--- config.mk ---
export PLATFORM = sky130hd
export DESIGN_NAME = fft_butterfly_scheduler
export DESIGN_NICKNAME = d
export VERILOG_FILES = /design/src/rtl/fft_pkg.sv /design/src/rtl/fft_addr_gen.sv /design/src/rtl/fft_butterfly_scheduler.sv
export SDC_FILE = /design/constraint.sdc
export NUM_CORES = 1
export LEC_CHECK = 0
export BUFFER_PORTS_ARGS = -buffer_cell sky130_fd_sc_hd__clkbuf_2
export CAP_MARGIN = 20
export CORE_UTILIZATION = 30
export DETAILED_ROUTE_END_ITERATION = 16
export PLACE_DENSITY = 0.46
export REMOVE_ABC_BUFFERS = 1
export SETUP_SLACK_MARGIN = 0.15
export SLEW_MARGIN = 20
export SYNTH_ARGS = -nofsm -noshare
export SYNTH_HDL_FRONTEND = slang
export SYNTH_SLANG_ARGS = --single-unit
--- constraint.sdc ---
create_clock -name clk -period 4.4 [get_ports clk]
set_input_delay 0.22 -clock clk [delete_from_list [all_inputs] [get_ports clk]]
set_output_delay 0.22 -clock clk [all_outputs]
set_load 0.005 [all_outputs]
--- src/rtl/fft_pkg.sv ---
// Shared types and address math for the radix-2 DIT FFT butterfly scheduler.
// Pure package: no latency, no flow control.
// Address records are sized for the largest supported FFT and truncated by users.
package fft_pkg;

  localparam int MAX_LOG2N = 16;

  typedef enum logic [1:0] {
    IDLE,
    ISSUE,
    DRAIN,
    DONE
  } sched_state_t;

  typedef struct packed {
    logic                 valid;
    logic [MAX_LOG2N-1:0] addr_a;
    logic [MAX_LOG2N-1:0] addr_b;
  } wb_entry_t;

  typedef struct packed {
    logic [MAX_LOG2N-1:0] addr_a;
    logic [MAX_LOG2N-1:0] addr_b;
  } addr_pair_t;

  // Upper operand is k with a zero inserted at bit s; the lower one sets that bit.
  function automatic addr_pair_t bf_addr(input logic [MAX_LOG2N-1:0] k,
                                         input logic [4:0]           s,
                                         input logic [4:0]           log2n);
    addr_pair_t  pair;
    logic [31:0] span;
    logic [31:0] lo;
    logic [31:0] hi;
    logic [31:0] a;
    logic [31:0] mask;
    span        = 32'd1 << s;
    lo          = 32'(k) & (span - 32'd1);
    hi          = (32'(k) >> s) << (s + 5'd1);
    a           = hi | lo;
    mask        = (32'd1 << log2n) - 32'd1;
    pair.addr_a = MAX_LOG2N'(a & mask);
    pair.addr_b = MAX_LOG2N'((a + span) & mask);
    return pair;
  endfunction

endpackage

--- src/rtl/fft_addr_gen.sv ---
// Butterfly operand and twiddle address generator for stage s, butterfly k.
// Purely combinational, zero latency; no flow control.
// Twiddle stride doubles resolution each stage: (k mod span) << (LOG2N-1-s).
module fft_addr_gen
  import fft_pkg::*;
#(
  parameter int LOG2N = 4
) (
  input  logic [LOG2N-1:0] s,
  input  logic [LOG2N-2:0] k,
  output logic [LOG2N-1:0] addr_a,
  output logic [LOG2N-1:0] addr_b,
  output logic [LOG2N-2:0] tw_addr
);

  addr_pair_t  pair;
  logic [31:0] lo;
  logic [31:0] sh;
  logic [31:0] tw_full;

  always_comb begin
    pair    = bf_addr(MAX_LOG2N'(k), 5'(s), 5'(LOG2N));
    lo      = 32'(k) & ((32'd1 << s) - 32'd1);
    sh      = 32'(LOG2N - 1) - 32'(s);
    tw_full = lo << sh;
  end

  assign addr_a  = LOG2N'(pair.addr_a);
  assign addr_b  = LOG2N'(pair.addr_b);
  assign tw_addr = (LOG2N-1)'(tw_full);

endmodule

--- src/rtl/fft_butterfly_scheduler.sv ---
// In-place radix-2 DIT FFT sequencer: one butterfly per cycle, BF_LATENCY drain bubbles per stage.
// Reads 1 cycle after start; write-back strobes trail reads by BF_LATENCY; optional FFT_SCHED_ABORT_EN.
// No backpressure: once started the schedule runs to done (or abort when enabled).
module fft_butterfly_scheduler
  import fft_pkg::*;
#(
  parameter int N_POINTS   = 16,
  parameter int LOG2N      = $clog2(N_POINTS),
  parameter int BF_LATENCY = 2
) (
  input  logic             clk,
  input  logic             rst_n,
  input  logic             start,
`ifdef FFT_SCHED_ABORT_EN
  input  logic             abort,
`endif
  output logic             busy,
  output logic             done,
  output logic [LOG2N-1:0] stage,
  output logic             rd_en,
  output logic [LOG2N-1:0] rd_addr_a,
  output logic [LOG2N-1:0] rd_addr_b,
  output logic [LOG2N-2:0] tw_addr,
  output logic             wr_en,
  output logic [LOG2N-1:0] wr_addr_a,
  output logic [LOG2N-1:0] wr_addr_b
);

  localparam int HALF = N_POINTS / 2;
  localparam int CW   = (BF_LATENCY > 1) ? $clog2(BF_LATENCY) : 1;

  sched_state_t     state;
  logic [LOG2N-2:0] k;
  logic [LOG2N-1:0] s;
  logic [CW-1:0]    dcnt;
  wb_entry_t        wb_line [BF_LATENCY];

  logic [LOG2N-2:0] k_g;
  logic [LOG2N-1:0] s_g;
  logic [LOG2N-1:0] a_g;
  logic [LOG2N-1:0] b_g;
  logic [LOG2N-2:0] tw_g;
  logic             kill;

`ifdef FFT_SCHED_ABORT_EN
  assign kill = abort && ((state == ISSUE) || (state == DRAIN));
`else
  assign kill = 1'b0;
`endif

  // Addresses are generated for the butterfly issued on the next edge so rd_* can be registered.
  always_comb begin
    s_g = s;
    k_g = k + 1'b1;
    unique case (state)
      IDLE: begin
        s_g = '0;
        k_g = '0;
      end
      DRAIN: begin
        s_g = s + 1'b1;
        k_g = '0;
      end
      default: ;
    endcase
  end

  fft_addr_gen #(.LOG2N(LOG2N)) u_addr_gen (
    .s       (s_g),
    .k       (k_g),
    .addr_a  (a_g),
    .addr_b  (b_g),
    .tw_addr (tw_g)
  );

  always_ff @(posedge clk or negedge rst_n) begin
    if (!rst_n) begin
      state     <= IDLE;
      k         <= '0;
      s         <= '0;
      dcnt      <= '0;
      busy      <= 1'b0;
      done      <= 1'b0;
      stage     <= '0;
      rd_en     <= 1'b0;
      rd_addr_a <= '0;
      rd_addr_b <= '0;
      tw_addr   <= '0;
      for (int i = 0; i < BF_LATENCY; i++) wb_line[i] <= '0;
    end else begin
      done <= 1'b0;
      // The line shifts in every state, so the drain bubbles flush it.
      wb_line[0] <= '{valid: rd_en, addr_a: MAX_LOG2N'(rd_addr_a), addr_b: MAX_LOG2N'(rd_addr_b)};
      for (int i = 1; i < BF_LATENCY; i++) wb_line[i] <= wb_line[i-1];

      if (kill) begin
        state <= IDLE;
        busy  <= 1'b0;
        rd_en <= 1'b0;
        for (int i = 0; i < BF_LATENCY; i++) wb_line[i] <= '0;
      end else begin
        unique case (state)
          IDLE: begin
            if (start) begin
              state     <= ISSUE;
              s         <= '0;
              k         <= '0;
              busy      <= 1'b1;
              rd_en     <= 1'b1;
              stage     <= s_g;
              rd_addr_a <= a_g;
              rd_addr_b <= b_g;
              tw_addr   <= tw_g;
            end
          end
          ISSUE: begin
            if (k == (LOG2N-1)'(HALF - 1)) begin
              state <= DRAIN;
              k     <= '0;
              dcnt  <= '0;
              rd_en <= 1'b0;
            end else begin
              k         <= k + 1'b1;
              rd_en     <= 1'b1;
              rd_addr_a <= a_g;
              rd_addr_b <= b_g;
              tw_addr   <= tw_g;
            end
          end
          DRAIN: begin
            if (dcnt == CW'(BF_LATENCY - 1)) begin
              if (s < LOG2N'(LOG2N - 1)) begin
                state     <= ISSUE;
                s         <= s + 1'b1;
                k         <= '0;
                rd_en     <= 1'b1;
                stage     <= s_g;
                rd_addr_a <= a_g;
                rd_addr_b <= b_g;
                tw_addr   <= tw_g;
              end else begin
                state <= DONE;
                busy  <= 1'b0;
                done  <= 1'b1;
              end
            end else begin
              dcnt <= dcnt + 1'b1;
            end
          end
          DONE: begin
            state <= IDLE;
          end
          default: begin
            state <= IDLE;
            busy  <= 1'b0;
            rd_en <= 1'b0;
          end
        endcase
      end
    end
  end

  assign wr_en     = wb_line[BF_LATENCY-1].valid;
  assign wr_addr_a = LOG2N'(wb_line[BF_LATENCY-1].addr_a);
  assign wr_addr_b = LOG2N'(wb_line[BF_LATENCY-1].addr_b);

endmodule

==> Flow_metrics.wiki, run 1 <==
{| class="wikitable"
! Metric !! Value
|-
| Setup CP Type || flip-flop to flip-flop
|-
| Row Count || 31
|-
| Max Clock Skew || 4.38 ps
|-
| Post-synthesis instance total || about 230
|-
| Dominant cells by area after synthesis || dfrtp_1 50%, ha_1 6.5%, nand2_1 4.7%
|-
| Placeable core region || ~7400 µm²
|-
| Count of placed standard cells in the final layout, fillers left out || 350
|-
| CP startpoint kind || flip-flop
|-
| Total number of vias || 1650
|-
| Highest cell delay on the worst timing path || 570 ps
|-
| Max H-tree Level || 2
|-
| Number of global-route vias before repair || 1646
|-
| CP bufs+invs || 1
|-
| Die outline height || about 90 µm
|-
| Post-Synthesis Cell Area || ~2300 µm²
|-
| FILL cells || 776
|-
| Most numerous cell in the Yosys netlist || dfrtp_1
|-
| Worst-case register-to-register setup slack || 690 ps
|-
| Min-delay worst type || input port to async pin
|-
| HPWL after DPL || 3370 µm
|-
| Number of violations reported at the end of detailed-routing iteration 0 || 58
|-
| Bufs on Longest Clock Path || 2
|-
| Number of antenna diodes || 0
|-
| DRC violations left || 0
|-
| Share of cells above drive strength 1 || 23.1%
|-
| Power after layout || 1590 µW
|-
| Routed wirelength normalized by instance count || 13.0 µm
|-
| Clock tree from TritonCTS || built
|-
| Setup violations, final || 0
|-
| Total congestion overflow || 0
|-
| Count of synthesis-stage warnings from yosys || 0
|-
| Setup TNS Final || 0 ps
|-
| Number of enable-type register cells in the synthesized netlist || 0
|-
| Number of post-CTS setup repair buffers || 0
|-
| Final Max Tran Viols || 0
|-
| Violations in the final reports || hold timing
|-
| Synth-to-layout area growth || 12.8%
|-
| Power density normalized to cell area || between 600 and 700 nW/µm²
|-
| Slew headroom || roughly three fifths
|-
| Post-synth cell types || 52
|-
| Result of the run || finished with violations
|-
| Cells resized by post-CTS repair || 0
|-
| Async SR Flop Fraction || 100%
|-
| Fmax achieved || 269 MHz
|-
| Initial antenna violation count || 0
|-
| Leakage power figure || 0.00123 µW
|-
| CP dominant cell by count || ha_1
|-
| Worst path arrival time || slightly below 4000 ps
|-
| Final cycle utilization of the critical path || 84.4%
|-
| Dominant cell type by area after synthesis || dfrtp_1
|-
| Overall die width || 89.9 µm
|-
| Max-cap violations || 0
|-
| Critical-path top delay cell || dfrtp_1
|-
| Sinks on the clock net || 46
|-
| Initial standard-cell utilization of the core || 31.5%
|-
| Worst-path fanout max || 11
|-
| I/O pin total || 30
|-
| Min Tclk post-route || ~3700 ps
|-
| Endpoint type of the worst setup path || flip-flop
|-
| Number of buffers inserted by port buffering || 29
|-
| Top cells by instance count after synthesis || 46 x dfrtp_1, 29 x nand2_1, 14 x nor2_1
|-
| Post-synthesis sequential area ratio || about half
|-
| CTS Hold Buffers Added || 0
|-
| Chain of cells forming the critical path || ha_1 > nor2b_1 > o21a_1 > nor3_1 > o21ai_1 > nand2b_1 > nor2_1 > inv_1 > ha_1 > o22ai_1 > ha_1 > a21o_1 > a21oi_1 > xor2_1 > xnor2_1 > o21ai_1
|-
| Predominant post-synthesis flop cell || dfrtp_1
|-
| CP delay by family, top || compound AO/OA/AOI/OAI gates
|-
| Peak supply drop || 147 µV
|-
| Final nets || 266
|-
| Number of routed nets with antenna violations || 0
|-
| Die Area || 8090 µm²
|-
| Synth top area share || 49.6%
|-
| Weighted congestion at the end of routability-driven global placement || approximately 0.80
|-
| Hold violation total from the final report || 10
|-
| Number of flip-flops and latches in the synthesized netlist || 46
|-
| Vias per cell || ~4.7
|-
| Count of placed standard cells including taps || approximately 340
|-
| Worst slew pin tran || 570 ps
|-
| TritonCTS Buffers || 5
|-
| Pin count of the biggest net entering global routing || 47
|-
| Clock Tree Root || clkbuf_8
|-
| Global router's overall resource usage || 12.3%
|-
| Hold slack final || -4.29 ps
|-
| WL final || 4560 µm
|-
| Wire length of the first global-routing pass || 8070 µm
|-
| Util after Layout || 35.5%
|-
| First-pass DRT Iterations || 4
|-
| Clock-pin slew reported for the worst setup and hold paths after clock tree synthesis || 90 ps
|-
| Req. time, crit path || ~4600 ps
|-
| RSZ-0062 raised after global routing || false
|-
| Mean cell area of the mapped netlist || 10.3 µm²
|-
| Source-to-sink clock delay at the later pin of the worst-skew pair || 300 ps
|}
[layout make-up]
type	count	area [µm²]	area share, %
tap	99	124	4.73
clock inverter	3	21.3	0.813
inverter	13	51.3	1.96
sequential	46	1150	44.0
timing repair buffer	35	190	7.27
multi-input combinational	149	1010	38.6
clock buffer	5	68.8	2.63
[power breakdown]
group / internal [µW] / total, µW / switching (µW)
logic: 301 / 685 / 383
registers: 567 / 648 / 81.0
clock network: 112 / 259 / 147
total: 980 / 1590 / 611
[metrics by stage]
stage / setup slack, ps / cell area (µm²)
2_1_floorplan: 777 / 2210
3_3_place_gp: 649 / 2530
3_5_place_dp: 693 / 2530
4_1_cts: 664 / 2620
5_1_grt: 342 / 2620
6_report: 687 / 2620
[sequential cells by signal, summed over array words and instances, names as in the netlist]
register,cells
done,1
dcnt,1
rd_addr_a,4
s,4
tw_addr,3
busy,1
rd_addr_b,4
wr_en,1
stage,4
wb_line,9
wr_addr_a,4
state,2
rd_en,1
wr_addr_b,4
k,3
[metal layers]
layer / track usage (%) / routed length [µm] / vias to the layer above
met5: 0 / 0 / -
met4: 4.84 / 76 / 0
met3: 2.20 / 164 / 6
met2: 20.3 / 2140 / 42
met1: 16.1 / 2180 / 780
li1: - / - / 822
[cells in the final DEF (no fill, tap or decap), types with 2 or more instances in the layout]
cell type | synthesis | routed
a21o_1 | 2 | 2
a21oi_1 | 11 | 11
a31oi_1 | 3 | 3
a32o_1 | 2 | 2
buf_4 | 8 | 6
clkbuf_2 | 0 | 29
clkbuf_8 | 0 | 5
dfrtp_1 | 46 | 46
ha_1 | 12 | 12
inv_1 | 11 | 11
mux2_2 | 4 | 4
nand2_1 | 29 | 29
nand2b_1 | 4 | 4
nand3_1 | 5 | 5
nand3b_1 | 2 | 2
nand4_1 | 3 | 3
nor2_1 | 14 | 14
nor2b_1 | 5 | 5
nor3_1 | 4 | 4
o21ai_0 | 12 | 12
o21ai_1 | 2 | 2
o31ai_1 | 3 | 3
o41ai_1 | 2 | 2
or3_1 | 2 | 2
xor2_1 | 5 | 5
[final timing paths]
kind	startpoint	to	cells after the start
min	rst_n	stage[2]	2
max	s[1]	rd_addr_b[3]	16
min in group clk	start	busy	3
min reg2reg	wb_line[35]	wr_addr_b[2]	0
max reg2reg	s[1]	rd_addr_b[3]	16
max in group asynchronous	rst_n	rd_addr_b[2]	2
[kinds of logic after synthesis]
group | share of synthesized area [%]
XOR/XNOR | 2.27
buffers and inverters | 6.85
AO/OA/AOI/OAI | 15.5
flip-flops | 49.6
adder cells (fa/ha/maj) | 7.34
AND/OR/NAND/NOR | 16.5
multiplexers | 1.94
(Power assumes the default switching activity.)
==> run 2, diff against run 1 <==
--- a/config.mk
+++ b/config.mk
@@ -9,7 +9,7 @@
 export CAP_MARGIN = 20
 export CORE_UTILIZATION = 30
 export DETAILED_ROUTE_END_ITERATION = 16
-export PLACE_DENSITY = 0.46
+export PLACE_DENSITY = 0.48
 export REMOVE_ABC_BUFFERS = 1
 export SETUP_SLACK_MARGIN = 0.15
 export SLEW_MARGIN = 20
==> constraint.sdc (replaced) <==
create_clock -name clk -period 3.23 [get_ports clk]
set_input_delay 0.1615 -clock clk [delete_from_list [all_inputs] [get_ports clk]]
set_output_delay 0.1615 -clock clk [all_outputs]
set_load 0.005 [all_outputs]
==> Flow_metrics.wiki, run 2 (same netlist as run 1, synthesis figures left out) <==
{| class="wikitable"
! Metric !! Value
|-
| Number of global-route vias before repair || 1736
|-
| Power density normalized to cell area || 833 nW/µm²
|-
| Overall die width || 89.9 µm
|-
| WL final || 5060 µm
|-
| Routed wirelength normalized by instance count || 13.5 µm
|-
| Result of the run || complete, no violations
|-
| Fmax achieved || 337 MHz
|-
| Peak supply drop || 205 µV
|-
| Most common cell after layout, fill and taps aside || dfrtp_1
|-
| Worst-path fanout max || 4
|-
| Max Clock Skew || 6.67 ps
|-
| Clock-pin slew reported for the worst setup and hold paths after clock tree synthesis || approximately 90 ps
|-
| Pin count of the biggest net entering global routing || 25
|-
| Final cycle utilization of the critical path || about nine tenths
|-
| CP startpoint kind || flip-flop
|-
| Worst path arrival time || around 3200 ps
|-
| RSZ-0062 raised after global routing || true
|-
| Wire length of the first global-routing pass || 8540 µm
|-
| Total number of vias || between 1500 and 2000
|-
| Setup violations, final || 0
|-
| TritonCTS Buffers || 5
|-
| Worst slew pin tran || 579 ps
|-
| Leakage power figure || between 0.001 and 0.0015 µW
|-
| Clock Tree Root || clkbuf_8
|-
| Min-delay worst type || input port to flip-flop
|-
| Weighted congestion at the end of routability-driven global placement || 0.879
|-
| Final Max Tran Viols || 0
|-
| Final nets || 290
|-
| Register with the most flip-flops || wb_line
|-
| I/O pin total || 30
|-
| Power after layout || 2450 µW
|-
| Initial standard-cell utilization of the core || between 30% and 40%
|-
| Initial antenna violation count || 0
|-
| Commonest cells after routing, fill and taps aside || 44 x dfrtp_1, 29 x clkbuf_2, 28 x nand2_1
|-
| Share of cells above drive strength 1 || between 30% and 40%
|-
| Hold slack final || 197 ps
|-
| Number of buffers inserted by port buffering || 29
|-
| Req. time, crit path || 3410 ps
|-
| Row Count || 31
|-
| Number of antenna diodes || 0
|-
| Clock tree from TritonCTS || built
|-
| Slew headroom || approximately 60%
|-
| Placeable core region || 7370 µm²
|-
| Total congestion overflow || 0
|-
| Setup CP Type || flip-flop to flip-flop
|-
| Min Tclk post-route || 2960 ps
|-
| Synth-to-layout area growth || 26.9%
|-
| First-pass DRT Iterations || 4
|-
| DRC violations left || 0
|-
| Bufs on Longest Clock Path || 2
|-
| Endpoint type of the worst setup path || flip-flop
|-
| Hold violation total from the final report || 0
|-
| Die outline height || about 90 µm
|-
| FILL cells || 750
|-
| Max H-tree Level || 2
|-
| Vias per cell || between 4 and 5
|-
| Number of violations reported at the end of detailed-routing iteration 0 || a little over 100
|-
| Number of routed nets with antenna violations || 0
|-
| Sinks on the clock net || 46
|-
| Max-cap violations || 0
|-
| Max FFs per register || 9
|-
| Die Area || ~8000 µm²
|-
| Source-to-sink clock delay at the later pin of the worst-skew pair || 300 ps
|-
| Global router's overall resource usage || approximately an eighth
|-
| HPWL after DPL || 3640 µm
|}
-- run 2: worst max-delay path, cell delays in order, from the launching register on --
cell	delay, ps
dfrtp_1	430
ha_4	250
and3_4	160
a21oi_4	190
inv_2	90
buf_6	130
or4_4	500
a211o_1	310
nand2_2	90
ha_4	210
a21oi_4	120
xor2_1	170
xnor2_1	140
o21ai_1	70
-- run 2: stage by stage --
step	TNS, ps	setup WS, ps	instance area, µm²	cells	utilization [%]
finish	0	267	2940	374	39.9
global route	0	127	2940	374	39.9
CTS	0	142	2830	368	38.4
detailed placement	0	12.8	2620	355	35.6
global placement	0	63.3	2620	355	35.6
floorplan	-774	-393	2210	208	-
-- run 2: path summary, 6_finish.rpt --
path | from | endpoint | slack, ps | cells after the start
max reg2reg | s[0] | rd_addr_b[3] | 270 | 13
max | s[0] | rd_addr_b[3] | 270 | 13
min | start | busy | 200 | 3
max in group asynchronous | rst_n | wb_line[50] | 2130 | 3
min in group asynchronous | rst_n | wr_en | 390 | 2
min reg2reg | wb_line[33] | wr_addr_b[0] | 350 | 0
-- run 2: final cells by class --
| class | instances | area, µm² | share of cell area [%] |
|---|---|---|---|
| tap | 99 | 124 | 4.21 |
| clock buffer | 6 | 72.6 | 2.46 |
| clock inverter | 2 | 37.5 | 1.27 |
| timing repair buffer | 59 | 388 | 13.2 |
| multi-input combinational | 149 | 1120 | 38.0 |
| inverter | 13 | 51.3 | 1.74 |
| sequential | 46 | 1150 | 39.2 |
-- run 2: timing repair --
action | 4_1_cts | 5_1_grt
endpoints found under the hold margin | 22 | 0
gates resized for setup | 11 | 17
pin swaps | 6 | 11
hold buffers | 1 | 0
setup buffers | 4 | 6
endpoints found under the setup margin | 2 | 3
-- run 2: metal layers --
metal / vias up / share of wire, % / GRT usage (%)
met5: - / 0 / 0
li1: 861 / - / -
met3: 8 / 3.6 / 3.38
met1: 894 / 48 / 17.9
met4: 0 / 1.3 / 3.90
met2: 35 / 47 / 20.3
-- run 2: power breakdown --
| group | switching, µW | leakage [µW] | internal (µW) | total, µW |
|---|---|---|---|---|
| combinational | 602 | 0.000732 | 542 | 1140 |
| sequential | 99.8 | 0.000577 | 773 | 873 |
| clock | 203 | 0.0000514 | 231 | 435 |
==> run 3, diff against run 2 <==
--- a/config.mk
+++ b/config.mk
@@ -15,4 +15,5 @@
 export SLEW_MARGIN = 20
 export SYNTH_ARGS = -nofsm -noshare
 export SYNTH_HDL_FRONTEND = slang
+export SYNTH_HIERARCHICAL = 1
 export SYNTH_SLANG_ARGS = --single-unit
==> Flow_metrics.wiki, run 3 <==
{| class="wikitable"
! Metric !! Value
|-
| Endpoint of the worst register-to-register path || rd_addr_b[3]
|-
| Clock tree from TritonCTS || built
|-
| Worst path arrival time || 3290 ps
|-
| Number of enable-type register cells in the synthesized netlist || 0
|-
| CP delay by family, top || adder cells
|-
| Die outline height || 88.8 µm
|-
| Sequential cell area || 1150 µm²
|-
| Vias per cell || 4.50
|-
| Dominant cell type by area after synthesis || dfrtp_1
|-
| Fraction of power consumed by sequential logic || 29.6%
|-
| Chain of cells forming the critical path || ha_2 > mux2i_1 > o21ai_1 > buf_4 > nor2_1 > nand3_2 > ha_4 > buf_6 > a32oi_2 > o21ai_1 > ha_1 > a21oi_2 > xor2_1 > xnor2_1 > mux2_4
|-
| Worst slew pin tran || 622 ps
|-
| FILL cells || between 600 and 700
|-
| Count of synthesis-stage warnings from yosys || 6
|-
| Wire length of the first global-routing pass || between 7000 and 8000 µm
|-
| Switch share || between 30% and 40%
|-
| Post-synthesis instance total || around 200
|-
| Setup CP Type || flip-flop to flip-flop
|-
| Internal power || 2010 µW
|-
| Met1 Resource Use GR || between 15 and 20%
|-
| WL final || 4840 µm
|-
| Clock-pin slew reported for the worst setup and hold paths after clock tree synthesis || around 90 ps
|-
| Hold violation total from the final report || 0
|-
| DRC violations left || 0
|-
| Clock Tree Root || clkbuf_8
|-
| Switching power || 1030 µW
|-
| Mean cell area of the mapped netlist || approximately 12 µm²
|-
| Hold-critical path depth || 3
|-
| Leakage power figure || 0.00142 µW
|-
| Post-synthesis sequential area ratio || 50.9%
|-
| Post-Synthesis Cell Area || 2260 µm²
|-
| Top cells by instance count after synthesis || 46 x dfrtp_1, 12 x ha_1, 12 x inv_1, 12 x o21ai_0
|-
| Share of power burned in combinational logic || 53.7%
|-
| Pre-CTS setup slack || -30.9 ps
|-
| Overall die width || about 89 µm
|-
| Source-to-sink clock delay at the later pin of the worst-skew pair || around 300 ps
|-
| Hold Path Origin || start
|-
| Fmax achieved || between 300 and 400 MHz
|-
| Peak supply drop || 296 µV
|-
| Final cycle utilization of the critical path || 96.0%
|-
| First-pass DRT Iterations || 4
|-
| HPWL after DPL || 3220 µm
|-
| Placeable core region || between 7000 and 8000 µm²
|-
| Min-delay worst type || input port to flip-flop
|-
| Initial antenna violation count || 0
|-
| Sinks on the clock net || 46
|-
| Min Tclk post-route || around 3100 ps
|-
| Pin count of the biggest net entering global routing || 25
|-
| TritonCTS Buffers || 5
|-
| Global router's overall resource usage || between 10% and 20%
|-
| Max-cap violations || 0
|-
| Post-synth cell types || 40
|-
| Async SR Flop Fraction || 100%
|-
| Bufs on Longest Clock Path || 2
|-
| Combined area of the multi-input logic cells || around 1100 µm²
|-
| Highest cell delay on the worst timing path || 400 ps
|-
| Max Clock Skew || 4.15 ps
|-
| CP bufs+invs || 2
|-
| Worst min-delay path endpoint || busy
|-
| Final Max Tran Viols || 0
|-
| Weighted congestion at the end of routability-driven global placement || 0.863
|-
| RSZ-0062 raised after global routing || true
|-
| Most common cell after layout, fill and taps aside || dfrtp_1
|-
| Relative contribution of the clock network to total power || 16.7%
|-
| GRT Max-Usage Layer || met2
|-
| Commonest cells after routing, fill and taps aside || 45 x dfrtp_1, 29 x clkbuf_2, 29 x buf_4
|-
| Global routing met3 resource utilization || 2.52%
|-
| I/O pin total || 30
|-
| Worst-case register-to-register setup slack || 130 ps
|-
| Initial standard-cell utilization of the core || 31.2%
|-
| Most numerous cell in the Yosys netlist || dfrtp_1
|-
| Die Area || 7890 µm²
|-
| Register with the most flip-flops || wb_line
|-
| Number of buffers inserted by port buffering || 29
|-
| Met2 capacity usage during global routing || between 20% and 30%
|-
| Endpoint type of the worst setup path || flip-flop
|-
| Synth-to-layout area growth || 32.1%
|-
| Total number of vias || between 1500 and 2000
|-
| CP dominant cell by count || o21ai_1
|-
| Setup violations, final || 0
|-
| Critical-path top delay cell || dfrtp_1
|-
| Result of the run || complete, no violations
|-
| Number of global-route vias before repair || 1590
|-
| Count of placed standard cells including taps || 335
|-
| Worst reg-to-reg path cell count || 15
|-
| Worst-path fanout max || 5
|-
| Final nets || 272
|-
| Dominant cells by area after synthesis || dfrtp_1 51%, ha_1 6.6%, mux2_4 6.6%
|-
| Final setup margin || 129 ps
|-
| Predominant post-synthesis flop cell || dfrtp_1
|-
| Number of flip-flops and latches in the synthesized netlist || 46
|-
| Power density normalized to cell area || 1020 nW/µm²
|-
| Total congestion overflow || 0
|-
| Synth top area share || just over 50%
|-
| Number of routed nets with antenna violations || 0
|-
| Routed wirelength normalized by instance count || 13.6 µm
|-
| CP startpoint kind || flip-flop
|-
| Row Count || 31
|-
| Number of antenna diodes || 0
|-
| Req. time, crit path || 3420 ps
|-
| Number of violations reported at the end of detailed-routing iteration 0 || 70
|-
| Count of placed standard cells in the final layout, fillers left out || 356
|-
| Max H-tree Level || 2
|-
| FF-to-FF Start || s[0]
|-
| Slew headroom || 58.6%
|-
| Share of cells above drive strength 1 || 43.2%
|-
| Max FFs per register || 9
|}
==> run 3: changes by cell type in the layout (fill, tap and decap cells not counted), sizes merged, moves of 4 or more <==
cell / previous run / this run
mux2: 4 / 12
nor2b: 5 / 0
and2: 1 / 6
xor2: 5 / 1
nand2: 29 / 9
a22o: 1 / 5
buf: 29 / 38
nor3: 4 / 9
==> run 3: area by class of cell <==
cell class	count	area share, %
Sequential cell	46	38.6
Multi-Input combinational cell	123	35.3
Timing Repair Buffer	68	15.9
Tap cell	99	4.15
Clock buffer	5	2.30
Clock inverter	3	2.30
Inverter	12	1.51
==> run 3: metrics by stage <==
step           power (µW)  hold slack [ps]  util (%)  instance area, µm²  TNS (ps)
6_report             3050              175      41.2                2990         0
5_1_grt              3290              213      41.2                2990     -74.6
4_1_cts              2900              165      39.7                2880         0
3_5_place_dp         2260              207      36.1                2620     -30.9
3_3_place_gp         2260              210      36.1                2620     -42.3
2_1_floorplan        1760             -134         -                2150     -1120
==> run 3: power groups by stage <==
stage          clock network [µW]  registers [µW]  logic [µW]
2_1_floorplan                   0             919         840
3_3_place_gp                    0             912        1350
3_5_place_dp                    0             917        1340
4_1_cts                       528             905        1460
5_1_grt                       546             934        1810
6_report                      508             903        1640
==> run 3: worst min-delay path, delay by kind of cell <==
family | cells | cell delay (ps)
compound gates | 2 | 180
buf+inv | 1 | 100
==> run 3: worst max-delay path by stage <==
| stage | from | cells past startpoint | to | slack, ps |
|---|---|---|---|---|
| 2_1_floorplan | state[0] | 13 | rd_addr_b[3] | -580 |
| 3_3_place_gp | s[0] | 16 | rd_addr_b[3] | -40 |
| 3_5_place_dp | s[1] | 14 | rd_addr_b[3] | -30 |
| 4_1_cts | s[0] | 17 | rd_addr_b[3] | 130 |
| 5_1_grt | s[0] | 15 | rd_addr_b[3] | -70 |
| 6_report | s[0] | 15 | rd_addr_b[3] | 130 |
==> run 3: logic make-up (layout without fill, tap and decap cells) <==
group	after synthesis	count (layout)	synth area share [%]
AOI/OAI and AO/OA	38	38	10.8
muxes	15	15	8.96
and+or+nand+nor	52	52	13.1
adders and majority gates	13	13	7.53
DFF	46	46	50.9
xor gates and xnor gates	5	5	1.94
buffers and inverters	27	88	6.75
==> run 3: timing repair <==
action,in CTS,in global routing
hold buffers,1,0
gates cloned,0,0
pin swaps,11,7
endpoints found under the hold margin,23,0
setup buffers,9,3
resized for setup,16,25
endpoints found under the setup margin,3,3
==> run 3: routing by layer <==
layer / vias up / part of all wire [%]
met5: - / 0
li1: 793 / -
met1: 772 / 49
met2: 28 / 46
met4: 0 / 2.6
met3: 10 / 1.9
